[src/rtl/wb_arbiter_pkg.sv]
// rtl/wb_arbiter_pkg.sv - shared register-file widths and writeback arbiter constants
package wb_arbiter_pkg;

  localparam int RegAddrWidth = 5;
  localparam int RegDataWidth = 32;

  typedef logic [RegAddrWidth-1:0] RegAddrBus;
  typedef logic [RegDataWidth-1:0] RegBus;

  localparam RegBus ZeroWord = '0;

  // Width of the port-1 starvation counter; holds STARVE_MAX up to 15.
  localparam int WbStarveWidth = 4;

  typedef enum logic {
    WB_PRIO0  = 1'b0,
    WB_FORCE1 = 1'b1
  } wb_state_e;

endpackage

[src/rtl/wb_starve_ctr.sv]
// rtl/wb_starve_ctr.sv - port-1 starvation counter and PRIO0/FORCE1 state bit
module wb_starve_ctr
  import wb_arbiter_pkg::*;
#(
  parameter int STARVE_MAX = 3
) (
  input  logic clk,
  input  logic rst,
  input  logic valid1,
  input  logic grant1,
  output logic force1
);

  localparam logic [WbStarveWidth-1:0] CNT_MAX = WbStarveWidth'(STARVE_MAX);

  wb_state_e                state;
  logic [WbStarveWidth-1:0] starve_cnt;

  // Count cycles port 1 waits behind port 0; one forced grant once the limit is hit.
  always_ff @(posedge clk) begin
    if (rst) begin
      state      <= WB_PRIO0;
      starve_cnt <= '0;
    end else begin
      case (state)
        WB_PRIO0: begin
          // valid1 without grant1 in PRIO0 can only mean port 0 won the cycle.
          if (valid1 && !grant1) begin
            if (starve_cnt >= CNT_MAX - 4'd1) begin
              starve_cnt <= CNT_MAX;
              state      <= WB_FORCE1;
            end else begin
              starve_cnt <= starve_cnt + 4'd1;
            end
          end else begin
            starve_cnt <= '0;
          end
        end
        default: begin
          state      <= WB_PRIO0;
          starve_cnt <= '0;
        end
      endcase
    end
  end

  assign force1 = (state == WB_FORCE1);

endmodule

[src/rtl/wb_arbiter.sv]
// rtl/wb_arbiter.sv - two-source arbiter for the register file write port
module wb_arbiter
  import wb_arbiter_pkg::*;
#(
  parameter int ADDR_W     = RegAddrWidth,
  parameter int DATA_W     = RegDataWidth,
  parameter int STARVE_MAX = 3
) (
  input  logic              clk,
  input  logic              rst,
  input  logic              valid0,
  input  logic [ADDR_W-1:0] addr0,
  input  logic [DATA_W-1:0] data0,
  output logic              ready0,
  input  logic              valid1,
  input  logic [ADDR_W-1:0] addr1,
  input  logic [DATA_W-1:0] data1,
  output logic              ready1,
  output logic              w_enable,
  output logic [ADDR_W-1:0] w_addr,
  output logic [DATA_W-1:0] w_data,
  output logic              starved
);

  logic force1;

  wb_starve_ctr #(
    .STARVE_MAX(STARVE_MAX)
  ) u_starve_ctr (
    .clk   (clk),
    .rst   (rst),
    .valid1(valid1),
    .grant1(ready1),
    .force1(force1)
  );

  // Port 0 wins unless port 1 is being forced; the two readies are mutually exclusive.
  assign ready0 = !rst && valid0 && (!force1 || !valid1);
  assign ready1 = !rst && valid1 && (force1 || !valid0);

  assign starved = force1;

  // Register the accepted write; x0 targets are consumed without enabling the write.
  always_ff @(posedge clk) begin
    if (rst) begin
      w_enable <= 1'b0;
      w_addr   <= '0;
      w_data   <= '0;
    end else if (ready0 && (addr0 != '0)) begin
      w_enable <= 1'b1;
      w_addr   <= addr0;
      w_data   <= data0;
    end else if (ready1 && (addr1 != '0)) begin
      w_enable <= 1'b1;
      w_addr   <= addr1;
      w_data   <= data1;
    end else begin
      w_enable <= 1'b0;
    end
  end

endmodule

[config.mk]
export PLATFORM = sky130hd
export DESIGN_NAME = wb_arbiter
export DESIGN_NICKNAME = d
export VERILOG_FILES = /design/src/rtl/wb_arbiter_pkg.sv /design/src/rtl/wb_starve_ctr.sv /design/src/rtl/wb_arbiter.sv
export SDC_FILE = /design/constraint.sdc
export NUM_CORES = 1
export LEC_CHECK = 0
export CORE_MARGIN = 3
export CORE_UTILIZATION = 38
export DETAILED_ROUTE_END_ITERATION = 6
export GPL_ROUTABILITY_DRIVEN = 0
export PLACE_DENSITY = 0.9
export SETUP_SLACK_MARGIN = 0.4
export SLEW_MARGIN = 10
export SYNTH_ARGS = -nofsm -noshare
export SYNTH_HDL_FRONTEND = slang
export SYNTH_SLANG_ARGS = --single-unit
[constraint.sdc]
create_clock -name clk -period 1.85 [get_ports clk]
set_input_delay 0.2775 -clock clk [delete_from_list [all_inputs] [get_ports clk]]
set_output_delay 0.2775 -clock clk [all_outputs]
set_load 0.05 [all_outputs]
==> insert_results.sql <==
INSERT INTO impl_metrics (metric_group, metric, value, unit) VALUES
('die', 'die_ar', '0.00647', 'mm2'),
('logic_synthesis', 'dominantRegCellSynth', 'dfxtp_1', ''),
('logic_synthesis', 'synth_largest_area_cell', 'dfxtp_1', ''),
('die', 'initial_utilization', '40.2', '%'),
('placement', 'hpwlAfterDp', '5180', 'um'),
('routing', 'final_antenna_net_count', '0', ''),
('power', 'post-layout-total-power', '2560', 'uW'),
('routing', 'route.vias.total', '2558', ''),
('power', 'power-per-cell-area', '626', 'mW/mm2'),
('clock_network', 'htreeDepth', '2', ''),
('die', 'die-height', '80.4', 'um'),
('routing', 'detail_route.wl_per_cell', '19.4', 'um'),
('routing', 'wl_met3', '624', 'um'),
('placement', 'dpl-instance-area', '0.00353', 'mm2'),
('clock_network', 'cts_tree', 'built', ''),
('die', 'floorplan.die.width', '80.4', 'um'),
('layout', 'finalInstanceArea', '0.00409', 'mm2'),
('sta', 'final_max_slew_viol_count', '0', ''),
('worst_setup_path', 'worstSetupPathType', 'in -> reg', ''),
('routing', 'drt_drc_violations_left', '0', ''),
('worst_setup_path', 'cp_cell_sequence', 'buf_6 -> or4_4 -> buf_6 -> o21ai_4 -> buf_6 -> buf_6 -> buf_12 -> a311oi_1', ''),
('clock_network', 'tritoncts_num_sinks', '43', ''),
('worst_setup_path', 'worst-endpoint-required', '2000', 'ps'),
('routing', 'firstDrtPassIters', '6', ''),
('global_routing', 'global_route_wire_length_before_repair', '14000', 'um'),
('logic_synthesis', 'synth.area.top_cells', 'dfxtp_1 (41%), a311oi_2 (14%), nand2_1 (12%)', ''),
('logic_synthesis', 'async_reset_ff_share', '0', '%'),
('clock_network', 'root_buffer', 'clkbuf_8', ''),
('logic_synthesis', 'part_of_the_yosys_area_used_for_sequential_elements', '40.9', '%'),
('worst_setup_path', 'crit_path_frequent_cell', 'buf_6', ''),
('sta', 'slew_headroom', '66.3', '%'),
('sta', 'post_route_worst_hold_slack', '262', 'ps'),
('logic_synthesis', 'synthesis.yosys.warnings', '0', ''),
('global_routing', 'grt_use_total', '28.1', '%'),
('worst_setup_path', 'timing.critical_path.to_type', 'register', ''),
('sta', 'timing_hold_violations_final', '0', ''),
('die', 'core_area', '0.00524', 'mm2'),
('clock_network', 'worstSkewPairLatency', '280', 'ps'),
('min_path', 'hold_class', 'in -> reg', ''),
('worst_setup_path', 'worst-path-buf-inv', '5', ''),
('worst_setup_path', 'timing.critical_path.max_delay_family', 'buffers and inverters', ''),
('global_routing', 'grt_max_degree', '34', ''),
('flow_run', 'maxCapViolations', '0', ''),
('routing', 'drt_iter0_drc', '170', ''),
('logic_synthesis', 'synth_area_per_cell', '8.84', 'um2'),
('power', 'vdd_ir_drop_max', '397', 'uV'),
('sta', 'timing.final.setup_violations', '0', ''),
('logic_synthesis', 'ys_seq_elements', '43', ''),
('routing', 'wl_met1', '3400', 'um'),
('die', 'std_cell_rows', '26', ''),
('layout', 'post_route_cells_drive_above_1_share', '40.6', '%'),
('sta', 'max_slew.worst_pin.slew', '508', 'ps'),
('die', 'top_level_ports', '119', ''),
('sta', 'fin_skew', '3.61', 'ps'),
('logic_synthesis', 'post_synth_instance_area', '0.00210', 'mm2'),
('placement', 'port-buffer-count', '118', ''),
('worst_setup_path', 'crit_path_arrival_time', '1720', 'ps'),
('global_routing', 'vias_in_the_first_global_route', '2641', ''),
('routing', 'drt_wl_total', '8930', 'um'),
('clock_network', 'cts.reportedPaths.clkPinSlew', '80', 'ps'),
('worst_setup_path', 'worst_setup_path_start_kind', 'input port', ''),
('clock_network', 'cts_buffer_depth', '2', ''),
('run_status', 'run_status', 'completed', ''),
('logic_synthesis', 'netlist-cell-type-count', '31', ''),
('layout', 'finalNetCount', '469', ''),
('routing', 'highest_layer', 'met4', ''),
('sta', 'rsz0062_at_grt', 'yes', ''),
('clock_network', 'post_cts_hold_buffer_count', '0', ''),
('sta', 'min_period_over_period', '85.0', '%'),
('worst_setup_path', 'worst_r2r_startpoint', 'u_starve_ctr.force1', ''),
('worst_setup_path', 'critical_path.max_fanout', '8', '');
## power breakdown
| group | switching, uW | internal, uW | leakage (uW) |
|---|---|---|---|
| registers | 45.2 | 997 | 0.000356 |
| clock network | 304 | 261 | 0.0000383 |
| logic | 528 | 422 | 0.00119 |
## what timing repair did
item                       in CTS  in global routing
setup endpoints to repair      79                 80
resized for setup             124                 67
cloned                         11                  0
pin swaps                      17                 14
buffers inserted               19                  2
## area by class of cell
cell class                      instances  area (um2)
Antenna cell                            1        2.50
Clock buffer                            7        76.3
Fill cell                             340        1150
Inverter                                5        22.5
Multi-Input combinational cell        167        1300
Sequential cell                        43         865
Tap cell                               70        87.6
Timing Repair Buffer                  167        1730
## path summary, 6_finish.rpt
path	end	slack (ps)	cells past startpoint
setup reg to reg	w_addr[1]	390	8
hold reg to reg	u_starve_ctr.starve_cnt[0]	490	1
hold / removal	w_addr[4]	260	3
setup / recovery	w_data[24]	280	8
## worst reg2reg max path, cell delays in order (launching register included)
cell	delay, ps
dfxtp_4	370
nand2b_4	140
buf_6	100
o211ai_4	70
buf_6	140
buf_6	130
buf_4	130
a22oi_1	190
a21oi_2	80
## state kept, by name, indices dropped and copies added, names as in the netlist
name / count
u_starve_ctr.force1: 1
w_data: 32
w_enable: 1
w_addr: 5
u_starve_ctr.starve_cnt: 4
## stage by stage
stage | std cells | worst slack (ps) | util [%] | TNS, ps
after CTS | 457 | 281 | 78.5 | 0
after global placement | 420 | -192 | 67.3 | -5250
after detailed placement | 420 | -284 | 67.3 | -6520
final | 460 | 278 | 78.0 | 0
after floorplan | 238 | 316 | - | 0
after global routing | 460 | 256 | 78.0 | 0
## routing by layer
| layer | vias to the layer above | global-route usage [%] |
|---|---|---|
| li1 | 1168 | - |
| met1 | 1246 | 34.1 |
| met2 | 126 | 49.9 |
| met3 | 18 | 5.38 |
| met4 | 0 | 8.45 |
| met5 | - | 0 |
## kinds of logic after synthesis
group                    count (synthesis)  synth area share (%)
AND/OR/NAND/NOR                        115                  24.4
adder cells (fa/ha/maj)                  2                  1.19
AO/OA/AOI/OAI                           49                  25.4
flip-flops                              43                  40.9
buffers and inverters                   28                  7.97
other                                    1                 0.178
## cells in the final DEF (no fill, tap or decap), types with 5 or more instances in the layout
master / Yosys / layout
nand2_1: 68 / 62
clkdlybuf4s50_1: 0 / 64
dlygate4sd2_1: 0 / 5
a311oi_1: 12 / 9
buf_4: 2 / 18
clkbuf_8: 0 / 5
nor3_1: 34 / 13
dfxtp_1: 43 / 42
a311oi_2: 20 / 23
nand2_2: 0 / 5
buf_12: 0 / 9
buf_6: 6 / 17
clkdlybuf4s15_1: 0 / 14
clkbuf_2: 0 / 25
nor3_2: 0 / 21
buf_16: 0 / 6
Power figures use the tool's default switching activity.
